File: src/rtl/pla_eval_pipe.sv
// Runtime-programmable sum-of-products evaluator. A 2-stage valid/ready pipeline
// carries input vectors through a loadable AND-plane (cube table) and OR-plane.

module pla_term #(
  parameter int N_IN = 8
) (
  input  logic [N_IN-1:0] x,
  input  logic [N_IN-1:0] care,
  input  logic [N_IN-1:0] val,
  input  logic            en,
  output logic            match
);
  assign match = en & ~|((x ^ val) & care);
endmodule

module pla_eval_pipe #(
  parameter int               N_IN    = 8,
  parameter int               N_OUT   = 1,
  parameter int               N_TERMS = 16,
  parameter logic [N_OUT-1:0] OUT_INV = '0
) (
  input  logic                       clk,
  input  logic                       rst_n,
  input  logic                       in_valid,
  input  logic [N_IN-1:0]            in_x,
  output logic                       in_ready,
  output logic                       out_valid,
  output logic [N_OUT-1:0]           out_y,
  input  logic                       out_ready,
  input  logic                       prog_we,
  input  logic [$clog2(N_TERMS)-1:0] prog_addr,
  input  logic [N_IN-1:0]            prog_care,
  input  logic [N_IN-1:0]            prog_val,
  input  logic [N_OUT-1:0]           prog_omask,
  input  logic                       prog_clr,
  output logic                       prog_ready
);
  logic [N_TERMS-1:0][N_IN-1:0]  care_q, val_q;
  logic [N_TERMS-1:0][N_OUT-1:0] omask_q;
  logic [N_TERMS-1:0]            en_q, en_nxt, match;
  logic                          v1, v2;
  logic [N_IN-1:0]               x1;
  logic [N_OUT-1:0]              y2, or_y, y_comb;
  logic                          s2_load, s1_adv, acc, wr, clr;

  assign s2_load    = !v2 | out_ready;
  assign s1_adv     = v1 & s2_load;
  assign in_ready   = (!v1 | s1_adv) & !(prog_we | prog_clr);
  assign acc        = in_valid & in_ready;
  assign prog_ready = !v1 & !v2;
  assign wr         = prog_we & prog_ready;
  assign clr        = prog_clr & prog_ready;
  assign out_valid  = v2;
  assign out_y      = y2;

  // Cube storage is qualified by en_q, so it needs no reset.
  always_ff @(posedge clk) begin
    if (wr) begin
      care_q[prog_addr]  <= prog_care;
      val_q[prog_addr]   <= prog_val;
      omask_q[prog_addr] <= prog_omask;
    end
  end

  // Clear first, then the write lands, so clr+we leaves exactly one live term.
  always_comb begin
    en_nxt = clr ? '0 : en_q;
    if (wr) en_nxt[prog_addr] = 1'b1;
  end

  always_ff @(posedge clk or negedge rst_n) begin
    if (!rst_n) en_q <= '0;
    else        en_q <= en_nxt;
  end

  for (genvar t = 0; t < N_TERMS; t++) begin : g_term
    pla_term #(.N_IN(N_IN)) u_term (
      .x    (x1),
      .care (care_q[t]),
      .val  (val_q[t]),
      .en   (en_q[t]),
      .match(match[t])
    );
  end

  always_comb begin
    or_y = '0;
    for (int t = 0; t < N_TERMS; t++) or_y |= omask_q[t] & {N_OUT{match[t]}};
    y_comb = or_y ^ OUT_INV;
  end

  always_ff @(posedge clk or negedge rst_n) begin
    if (!rst_n) begin
      v1 <= 1'b0;
      x1 <= '0;
      v2 <= 1'b0;
      y2 <= '0;
    end else begin
      if (acc) begin
        v1 <= 1'b1;
        x1 <= in_x;
      end else if (s1_adv) begin
        v1 <= 1'b0;
      end
      if (s2_load) begin
        v2 <= v1;
        if (v1) y2 <= y_comb;
      end
    end
  end
endmodule

File: config.mk
export PLATFORM = sky130hd
export DESIGN_NAME = pla_eval_pipe
export DESIGN_NICKNAME = d
export VERILOG_FILES = /design/src/rtl/pla_eval_pipe.sv
export SDC_FILE = /design/constraint.sdc
export NUM_CORES = 1
export LEC_CHECK = 0
export BUFFER_PORTS_ARGS = -buffer_cell sky130_fd_sc_hd__buf_2
export CORE_ASPECT_RATIO = 0.6
export CORE_MARGIN = 2
export CORE_UTILIZATION = 50
export DETAILED_ROUTE_END_ITERATION = 6
export PLACE_DENSITY = 0.71
export SKIP_LAST_GASP = 1
export SLEW_MARGIN = 10
export SYNTH_ARGS = -nofsm -noshare
export SYNTH_HDL_FRONTEND = slang
export SYNTH_SLANG_ARGS = --single-unit
File: constraint.sdc
create_clock -name clk -period 2.85 [get_ports clk]
set_input_delay 0.4275 -clock clk [delete_from_list [all_inputs] [get_ports clk]]
set_output_delay 0.4275 -clock clk [all_outputs]
set_load 0.01 [all_outputs]
After elaboration in Yosys (flattened, before gate mapping)
Index checks and enable logic that the tools add are counted.
Storage, ports and cells
  output and inout port bits: 4
  register bits after elaboration: 299
  word-level logic and storage cells: 193
Cells by class
  bitwise logic cells: 89
  magnitude comparators: 2
  muxes and demuxes: 11
  reduce and logical (&&, ||, !) cells: 38
Operators by type and width (number)
  128-bit bitwise mux: 2
  8-bit bitwise AND: 16
  8-bit OR reduction: 16
  8-bit XOR: 16
  1-bit bitwise AND: 38
  8-bit demux with 4-bit select: 1
  16-bit 2-to-1 mux: 2
  1-bit zero test: 19
  1-bit bitwise OR: 18
  16-bit bitwise mux: 1
  16-bit bitwise OR: 1
  8-bit 2-to-1 mux: 1
  4-bit by 5-bit < comparator with 1-bit output, second input constant: 1
  1-bit demux with 4-bit select: 1
  4-bit by 1-bit greater-or-equal comparator with 1-bit output, second input constant: 1
  1-bit 2-to-1 mux: 3
  2-bit AND reduction: 1
  2-bit nonzero test: 1
  1-bit logical AND: 1

Depth between registers and ports, before layout
Gate-level depths: netlist (run 1).
  word-level depth: 21
  gate-level depth with buffers: 9

By module
A second synthesis (run 1) with hierarchy kept.
Second synthesis, totals
  cell total of the unflattened synthesis: 583
  area, all modules: 11243.3 um^2
By module, submodules not included
  pla_eval_pipe: seq. area each 8843.5 um^2, area each 9381.5 um^2, instances 1, cells each 375
  pla_term: seq. area each 0.0 um^2, area each 116.4 um^2, instances 16, cells each 13

Worst setup path before layout (run 1)
OpenSTA, ideal clock, no wires.
  path type: reg2reg
  from: reg v2, in the netlist out_valid
  to: reg care_q[0] in the netlist's numbering (enable)
  setup time: 415 ps
  stages on the path, launching flop included: 5
  path slack: 55 ps
  data arrival time: 2380 ps
  required time: 2435 ps
  cells stage by stage: dfrtp_1 -> nor2_2 -> nand2_1 -> or3_1 -> nor3_1
On the way
  longest elaborated chain between the ends: 3
RTL lines
  start: declaration: RTL line 41  | logic v1, v2;
  start signal: assignment: RTL line 106  | v2 <= v1;
  1-bit zero test: RTL line 50  | assign prog_ready = !v1 & !v2;
  1-bit bitwise AND: RTL line 50
  named net prog_ready: RTL line 36  | output logic prog_ready
  1-bit bitwise AND: RTL line 51  | assign wr = prog_we & prog_ready;
  end signal: indexed assignment: RTL line 59  | care_q[prog_addr] <= prog_care;
  end: declaration: RTL line 38  | logic [N_TERMS-1:0][N_IN-1:0] care_q, val_q;
The timed path passes the listed nets, and every way through them passes these cells.
A chain may end at the register's enable or synchronous reset.

Worst setup path in the final report (run 1)
  from: reg x1[3]
  to: reg y2, in the netlist out_y
On the way
  longest elaborated chain between the ends: 21
  elaborated cells on any way between the ends: 111
  those cells by class: bitwise (79); reduce/logical (32)
RTL lines
  start: declaration: RTL line 42  | logic [N_IN-1:0] x1;
  start signal: assignment: RTL line 101  | x1 <= in_x;
  8-bit XOR: RTL line 13  | assign match = en & ~|((x ^ val) & care);
  8-bit bitwise AND: RTL line 13
  8-bit OR reduction: RTL line 13
  1-bit zero test: RTL line 13
  1-bit bitwise AND: RTL line 13
  1-bit bitwise AND: RTL line 88  | for (int t = 0; t < N_TERMS; t++) or_y |= omask_q[t] & {N_OUT{match[t]}};
  1-bit bitwise OR (14 in series): RTL line 88
  1-bit bitwise OR (*): RTL line 88
  end signal: assignment: RTL line 107  | if (v1) y2 <= y_comb;
  end: declaration: RTL line 43  | logic [N_OUT-1:0] y2, or_y, y_comb;
Mark *: on every way between the ends. The rest lies on a longest branch, timed or not.

==> results of run 1 <==
[routing by layer]
metal | part of all wire | track usage | up-vias
li1 | - | - | 2487
met1 | 0.44 | 0.323 | 2954
met2 | 0.45 | 0.327 | 248
met3 | 0.090 | 0.0506 | 31
met4 | 0.015 | 0.0470 | 0
met5 | 0 | 0 | -
[sequential cells by signal (all words and copies together), names as in the netlist]
name	count
x1	8
v1	1
omask_q	16
val_q	128
en_q	16
care_q	128
out_valid	1
out_y	1
[worst paths after layout]
kind | from | endpoint | cells past startpoint | slack [ns]
min | rst_n | en_q[0] | 1 | 0.003
max reg2reg | x1[3] | out_y | 7 | 0.60
min in group clk | in_x[0] | x1[0] | 2 | 0.12
max in group asynchronous | rst_n | en_q[13] | 1 | 2.31
max | x1[3] | out_y | 7 | 0.60
min reg2reg | en_q[13] | en_q[13] | 1 | 0.48
[synth_stat cells]
cell / number / area [µm²]
buf_12: 1 / 20.0
buf_2: 3 / 15.0
nand2_1: 24 / 90.1
a222oi_1: 16 / 160
nor2b_1: 1 / 6.26
nand3_1: 15 / 75.1
buf_4: 6 / 45.0
buf_6: 5 / 56.3
mux2_1: 2 / 22.5
nor3_1: 5 / 25.0
a22o_1: 15 / 131
nor2_2: 1 / 6.26
a21o_1: 16 / 120
nand4_1: 5 / 31.3
a211oi_2: 1 / 12.5
a221oi_1: 10 / 87.6
clkbuf_1: 1 / 3.75
nor2_1: 13 / 48.8
a221oi_2: 5 / 75.1
or3_1: 1 / 6.26
xor2_1: 128 / 1120
nand2b_1: 4 / 25.0
dfrtp_1: 27 / 676
a22oi_1: 2 / 15.0
a21oi_1: 18 / 90.1
buf_8: 1 / 15.0
a311oi_1: 1 / 8.76
edfxtp_1: 272 / 8170
nand4b_1: 1 / 8.76
mux2_2: 6 / 67.6
[report_power, final]
| group | internal (mW) | switching [mW] | leakage [nW] |
|---|---|---|---|
| clock | 1.94 | 1.48 | 0.404 |
| combinational | 0.325 | 0.535 | 1.35 |
| sequential | 4.87 | 0.0977 | 2.81 |
[critical path, delay by kind of cell (launching register included)]
family                    cells  cell delay (ns)
and+or+nand+nor               2             0.22
DFF                           1             1.01
xor gates and xnor gates      1             0.14
AOI/OAI and AO/OA             4             0.81
[area by class of cell]
cell class | instances | area, µm² | share of cell area
timing repair buffer | 65 | 405 | 0.0319
sequential | 299 | 8840 | 0.697
clock buffer | 36 | 719 | 0.0567
multi-input combinational | 290 | 2250 | 0.178
tap | 286 | 358 | 0.0282
clock inverter | 12 | 108 | 0.00848
antenna | 1 | 2.50 | 0.000197
[kinds of logic after synthesis]
logic type      count (synthesis)
simple gates                   70
flops                         299
xor+xnor                      128
mux                             8
compound gates                 84
buf+inv                        17
==> key figures, run 1 <==
Synthesis
  • Synth Area in Simple Gates: 0.0287
  • Synth Area in Adders: 0
  • Synth Register Bits: between 200 and 300
  • Synth Area per Inst: 18.5 µm²
  • Post-synth cell types: 30
  • Gate Count Post-Synth: roughly 600
  • Mapped cell area: 11200 µm²
  • Mux share of post-synthesis cell area: 0.00802
  • Synth Area in XOR/XNOR: 0.0998
  • Yosys warnings: 0
  • Post-synthesis compound-gate area fraction: 0.0624
  • Synth Net Count: approximately 640
  • Sequential area share after synthesis: 0.787
  • Largest family of logic cells by synthesized area: XOR/XNOR gates

Layout
  • Layout cells sized above 1: 0.168
  • Nets: ~720
  • Most frequent cells in the layout: edfxtp_1, xor2_1, buf_2
  • FILL cells: roughly 1600
  • Layout Cells excl Fill: a little under 1000
  • Synth-to-Final Area Change: 13.0%
  • Commonest non-fill, non-tap cell in the layout: edfxtp_1
  • Fin util: 0.575
  • Post-layout instance area: 12700 µm²

Die
  • Ports: 39
  • Initial Util: 0.509
  • Die Wd: between 150 and 200 µm
  • Core area: ~22000 µm²
  • Die H: 120 µm
  • Core Rows: 42
  • Die area: about 24000 µm²

Timing
  • Fmax: 444 MHz
  • Slew Limit Fails: 0
  • Worst Tran Pin Value: roughly 1.1 ns
  • Setup-failing EPs final: 0
  • Hold Slack: about 0.0033 ns
  • Skew final: between 0.01 and 0.015 ns
  • Max-slew headroom: 0.294
  • RSZ-0062 raised after global routing: false
  • Hold Violations, Final: 0
  • Final setup margin: slightly below 0.6 ns
  • Tmin final: 2.25 ns
  • Period utilization: 0.791
  • Final TNS setup: 0 ns

GRT
  • Gr ovfl total: 0
  • Global-route wire length before repair: between 30000 and 40000 µm
  • Antenna violations before repair: 1
  • Vias in the first global route: ~5700
  • Tot GR Track Use: 0.216
  • Largest net degree at the start of global routing: 28

Power and ir drop
  • Leakage: 4.56 nW
  • Max VDD drop: ~0.53 mV
  • Pwr per Cell Area: 728 nW/µm²
  • Total power draw: about 9.2 mW

Worst setup path
  • Setup crit start kind: flip-flop
  • CP arrival: approximately 2.7 ns
  • CP max stage delay: about 1.0 ns
  • Critical path endpoint category: flip-flop
  • Slowest cell on crit path: dfrtp_1
  • Cells along the critical path: xor2_1 -> a22o_1 -> a221oi_1 -> nand3_1 -> nand4_1 -> a311oi_1 -> a21oi_1
  • Critical path type: flip-flop to flip-flop
  • WP data required: around 3.3 ns
  • Crit path max fanout: 17

Drt
  • Vias: around 5700
  • Pre-antenna DRT Iters: 5
  • Antenna Violating Nets Remaining: 0
  • Vias/cell: between 5 and 6
  • DR WL/cell: roughly 25 µm
  • Initial drt markers: 670
  • WL final: 25100 µm
  • DRC viols: 0

Placement
  • Setup WS pre-CTS: roughly 0.58 ns
  • Placed Instances: 940
  • Placer Congestion: approximately 0.83
  • Dpl hpwl: 15200 µm
  • Port Buf Inserts: 38
  • Dpl cell area: between 10000 and 15000 µm²

Clocking
  • CTS tree: done
  • H-tree depth: 1
  • CTS buffer count: 26
  • CTS root buf: clkbuf_16
  • Maximum buffer depth of the clock tree: 3
  • Hold-fix buffers, CTS: 0
  • Setup Buffers After CTS: 0
  • Later-pin clock latency in the skew report: 0.53 ns
  • Clock sinks: about 300
  • Clock-pin slew on the worst setup and hold paths: 0.06 ns
  • Post-CTS resize count: 0

Run
  • Max_cap viols: 0

Worst hold path
  • Hold Path Class: primary input to asynchronous set/reset pin

Status
  • Outcome: finished clean
(Power assumes the default switching activity.)
==> inputs of run 2 (changes only) <==
==> constraint.sdc (replaced) <==
create_clock -name clk -period 1.86 [get_ports clk]
set_input_delay 0.279 -clock clk [delete_from_list [all_inputs] [get_ports clk]]
set_output_delay 0.279 -clock clk [all_outputs]
set_load 0.01 [all_outputs]
==> run 2 against run 1 <==
  * Flip-flop and latch count unchanged
  * Setup slack worse by 0.68 ns
  * Critical path type unchanged
  * The run now ends with setup timing left
  * Core utilization up 2.7 points
==> key figures, run 2 (synthesis gave the netlist of run 1 again) <==
Status
  • Outcome: finished, violations left
  • Failing checks: setup timing

Layout
  • Multi-input logic area: 2330 µm²
  • N_diodes: 0
  • Synth-to-Final Area Change: 18.2%
  • Most frequent cells in the layout: edfxtp_1, xor2_1, buf_2
  • Largest registers: care_q x128, val_q x128
  • Fin util: 0.602
  • Sequential Area: 8840 µm²
  • Layout cells sized above 1: 0.213
  • FILL cells: between 1500 and 2000
  • Nets: around 750
  • Commonest non-fill, non-tap cell in the layout: edfxtp_1

Worst setup path
  • Setup crit start kind: flip-flop
  • CP arrival: around 2.4 ns
  • CP max stage delay: between 0.5 and 0.6 ns
  • WP data required: between 2 and 2.5 ns
  • Cells along the critical path: buf_4 -> xor2_1 -> a222oi_1 -> nand4_1 -> nand4_1 -> nor3_2 -> a21oi_1
  • Crit path max fanout: 4
  • Critical path endpoint category: flip-flop
  • Slowest cell on crit path: a222oi_1
  • CP dominant cell by count: nand4_1
  • Critical path type: flip-flop to flip-flop

Clocking
  • Clock-pin slew on the worst setup and hold paths: around 0.070 ns
  • H-tree depth: 1
  • Maximum buffer depth of the clock tree: 3
  • Later-pin clock latency in the skew report: 0.53 ns
  • CTS buffer count: 26
  • CTS tree: done
  • CTS root buf: clkbuf_16
  • Clock sinks: around 300

Drt
  • Antenna Violating Nets Remaining: 0
  • WL final: about 26000 µm
  • DR WL/cell: roughly 25 µm
  • Initial drt markers: 570
  • Pre-antenna DRT Iters: 5
  • Vias: around 5800
  • DRC viols: 0
  • Vias/cell: roughly 5.7

Power and ir drop
  • Max VDD drop: slightly above 0.6 mV
  • Total power draw: roughly 15 mW
  • Pwr per Cell Area: 1100 nW/µm²
  • Leakage: between 4 and 5 nW

GRT
  • Largest net degree at the start of global routing: 28
  • Global-route wire length before repair: approximately 38000 µm
  • Antenna violations before repair: 0
  • Vias in the first global route: between 5000 and 6000
  • Gr ovfl total: 0
  • Tot GR Track Use: 0.225

Placement
  • Placer Congestion: between 0.8 and 0.9
  • Port Buf Inserts: 38
  • Dpl hpwl: around 15000 µm

Timing
  • Fmax: 515 MHz
  • RSZ-0062 raised after global routing: true
  • Skew final: just over 0.009 ns
  • Tmin final: 1.94 ns
  • Final setup margin: -0.0811 ns
  • Slew Limit Fails: 0
  • Hold Violations, Final: 0
  • Setup-failing EPs final: 1
  • Max-slew headroom: 0.469
  • Period utilization: 1.04
  • Worst Tran Pin Value: around 0.8 ns

Die
  • Ports: 39
  • Core area: between 20000 and 25000 µm²
  • Die H: approximately 120 µm
  • Die area: ~24000 µm²
  • Initial Util: 0.509
  • Core Rows: 42
  • Die Wd: ~200 µm

Run
  • Max_cap viols: 0

Worst hold path
  • Hold Path Class: primary input to flip-flop
-- run 2: power by group --
part | total (mW) | internal (mW) | switching (mW)
logic | 1.68 | 0.702 | 0.978
registers | 7.52 | 7.46 | 0.0687
clock network | 5.38 | 3.05 | 2.34
total | 14.6 | 11.2 | 3.38
-- run 2: worst max-delay path: cells and delay by family (launching register included) --
kind	cells	cell delay [ns]
AOI/OAI and AO/OA	2	0.65
xor gates and xnor gates	1	0.16
and+or+nand+nor	3	0.51
buffers and inverters	1	0.16
DFF	1	0.38
-- run 2: final cells by class --
cell class | count | share of cell area
Clock buffer | 38 | 0.0585
Clock inverter | 10 | 0.00631
Multi-Input combinational cell | 290 | 0.175
Sequential cell | 299 | 0.666
Tap cell | 286 | 0.0269
Timing Repair Buffer | 94 | 0.0671
-- run 2: timing repair --
action | in CTS | in global routing
pin swaps | 9 | 3
resized for setup | 6 | 3
hold buffers | 5 | 1
buffers inserted | 8 | 0
hold endpoints to repair | 31 | 1
setup endpoints to repair | 1 | 2
-- run 2: stage by stage --
stage	setup WS [ns]	cells	hold slack [ns]	setup TNS, ns	instance area, µm²
final	-0.0811	1017	0.0220	-0.0811	13300
after global routing	-0.186	1017	0.00358	-0.187	13300
after CTS	-0.0510	1016	0.000281	-0.0510	13300
after detailed placement	-0.107	955	0.404	-0.107	12200
after global placement	-0.0624	955	0.403	-0.0624	12200
after floorplan	-0.198	606	-0.0166	-35.72	11300
-- run 2: per-layer routing --
layer  wire [µm]  GRT usage  share of wire  up-vias
li1            -          -              -     2543
met1       12100      0.355           0.47     3011
met2       11500      0.334           0.45      235
met3        1880     0.0385          0.073       31
met4         322     0.0348          0.013        0
met5           0          0              0        -
-- run 2: final timing paths --
kind | cells after the start | start | end | slack (ns)
max | 7 | x1[1] | out_y | -0.08
min | 2 | in_x[7] | x1[7] | 0.02
max reg2reg | 7 | x1[1] | out_y | -0.08
min reg2reg | 1 | en_q[12] | en_q[12] | 0.48
max in group asynchronous | 2 | rst_n | v1 | 0.93
min in group asynchronous | 2 | rst_n | en_q[4] | 0.35
==> inputs of run 3 (changes only) <==
--- a/config.mk
+++ b/config.mk
@@ -6,7 +6,7 @@
 export NUM_CORES = 1
 export LEC_CHECK = 0
 export BUFFER_PORTS_ARGS = -buffer_cell sky130_fd_sc_hd__buf_2
-export CORE_ASPECT_RATIO = 0.6
+export CORE_ASPECT_RATIO = 1.2
 export CORE_MARGIN = 2
 export CORE_UTILIZATION = 50
 export DETAILED_ROUTE_END_ITERATION = 6
==> run 3 against run 2 <==
  * The run still ends with setup timing left
  * Combinational power rose by 3%
  * Global-route usage increased by 0.062 points
  * Flip-flop and latch count unchanged
==> key figures, run 3 (synthesis gave the netlist of run 1 again) <==
Status
  • Outcome: finished, violations left
  • Failing checks: setup timing

Layout
  • Largest registers: care_q x128, val_q x128
  • Commonest non-fill, non-tap cell in the layout: edfxtp_1
  • Nets: 753
  • Layout cells sized above 1: 0.226
  • Post-layout instance area: between 10000 and 15000 µm²
  • Most frequent cells in the layout: edfxtp_1, xor2_1, buf_2
  • Synth-to-Final Area Change: 20.5%

Timing
  • Final TNS setup: -0.0511 ns
  • Period utilization: 1.03
  • Skew final: 0.00994 ns
  • Hold Violations, Final: 0
  • Fmax: between 500 and 600 MHz
  • Slew Limit Fails: 0
  • Final setup margin: -0.0506 ns
  • Tmin final: around 1.9 ns
  • Worst Tran Pin Value: just under 0.6 ns
  • Setup-failing EPs final: 2
  • Max-slew headroom: 0.604
  • RSZ-0062 raised after global routing: true

Clocking
  • CTS buffer count: 28
  • CTS root buf: clkbuf_16
  • Clock-pin slew on the worst setup and hold paths: 0.06 ns
  • Maximum buffer depth of the clock tree: 3
  • H-tree depth: 1
  • Later-pin clock latency in the skew report: between 0.5 and 0.6 ns
  • CTS tree: done
  • Clock sinks: between 200 and 300

Die
  • Initial Util: 0.506
  • Ports: 39
  • Core area: 22200 µm²
  • Core Rows: 60
  • Die H: between 150 and 200 µm
  • Die area: around 24000 µm²
  • Die Wd: 141 µm

Worst setup path
  • Family with the most delay on the worst path: simple AND/OR/NAND/NOR gates
  • Crit path max fanout: 7
  • Critical path type: flip-flop to flip-flop
  • Critical path endpoint category: flip-flop
  • Slowest cell on crit path: dfrtp_1
  • WP data required: 2.33 ns
  • CP arrival: about 2.4 ns
  • CP max stage delay: 0.42 ns
  • CP bufs+invs: 1
  • Setup crit start kind: flip-flop
  • Cells along the critical path: buf_4 -> xor2_1 -> a222oi_1 -> nand3_1 -> nand4_1 -> nor3_2 -> a21oi_1

GRT
  • Global-route wire length before repair: 38400 µm
  • Gr ovfl total: 0
  • Tot GR Track Use: 0.225
  • Antenna violations before repair: 1
  • Largest net degree at the start of global routing: 19
  • Vias in the first global route: around 6000

Drt
  • Vias/cell: 5.85
  • Antenna Violating Nets Remaining: 0
  • Vias: between 5000 and 6000
  • DR WL/cell: ~26 µm
  • DRC viols: 0
  • Pre-antenna DRT Iters: 6
  • WL final: approximately 26000 µm
  • Initial drt markers: 564

Placement
  • Dpl hpwl: approximately 15000 µm
  • Setup WS pre-CTS: -0.0555 ns
  • Placer Congestion: 0.830
  • Dpl cell area: 12300 µm²
  • Port Buf Inserts: 38

Power and ir drop
  • Pwr per Cell Area: roughly 1100 nW/µm²
  • Max VDD drop: 0.672 mV
  • Total power draw: roughly 15 mW
  • Leakage: about 4.9 nW

Worst hold path
  • Hold Path Class: primary input to flip-flop

Run
  • Max_cap viols: 0
## run 3: layout make-up
type	instances	area, µm²
diodes	1	2.50
repair buffers	99	1000
multi-input cells	290	2340
clock buffers	36	762
fillers	1574	8680
clock inverters	16	231
flip-flops and latches	299	8850
well taps	279	349
## run 3: final timing paths
check,cells after the start,endpoint,startpoint,slack [ns]
min in group asynchronous,2,en_q[12],rst_n,0.28
max,7,out_y,x1[3],-0.05
min reg2reg,1,en_q[15],en_q[15],0.48
min,2,x1[5],in_x[5],0.01
max in group asynchronous,3,x1[6],rst_n,1.08
max reg2reg,7,out_y,x1[3],-0.05
## run 3: timing repair
item,4_1_cts,5_1_grt
setup endpoints to repair,19,36
gates cloned,0,3
pin swaps,6,9
hold buffers,5,0
endpoints found under the hold margin,19,0
resized for setup,5,6
buffers inserted,2,4
## run 3: report_power, final
group,internal [mW],switching (mW)
registers,7.46,0.0715
clock network,3.72,2.36
logic,0.740,0.992
## run 3: through the flow
stage / util / cells / hold slack, ns
global placement: 0.555 / 954 / 0.304
floorplan: - / 606 / -0.0166
CTS: 0.603 / 1012 / 0.00665
finish: 0.609 / 1020 / 0.0112
detailed placement: 0.555 / 954 / 0.308
global route: 0.609 / 1019 / 0.00560
## run 3: metal layers
metal | vias up | global-route usage | routed length, µm
met1 | 3087 | 0.289 | 9840
li1 | 2563 | - | -
met2 | 259 | 0.386 | 13500
met4 | 0 | 0.0896 | 1020
met5 | - | 0 | 0
met3 | 63 | 0.0378 | 1940
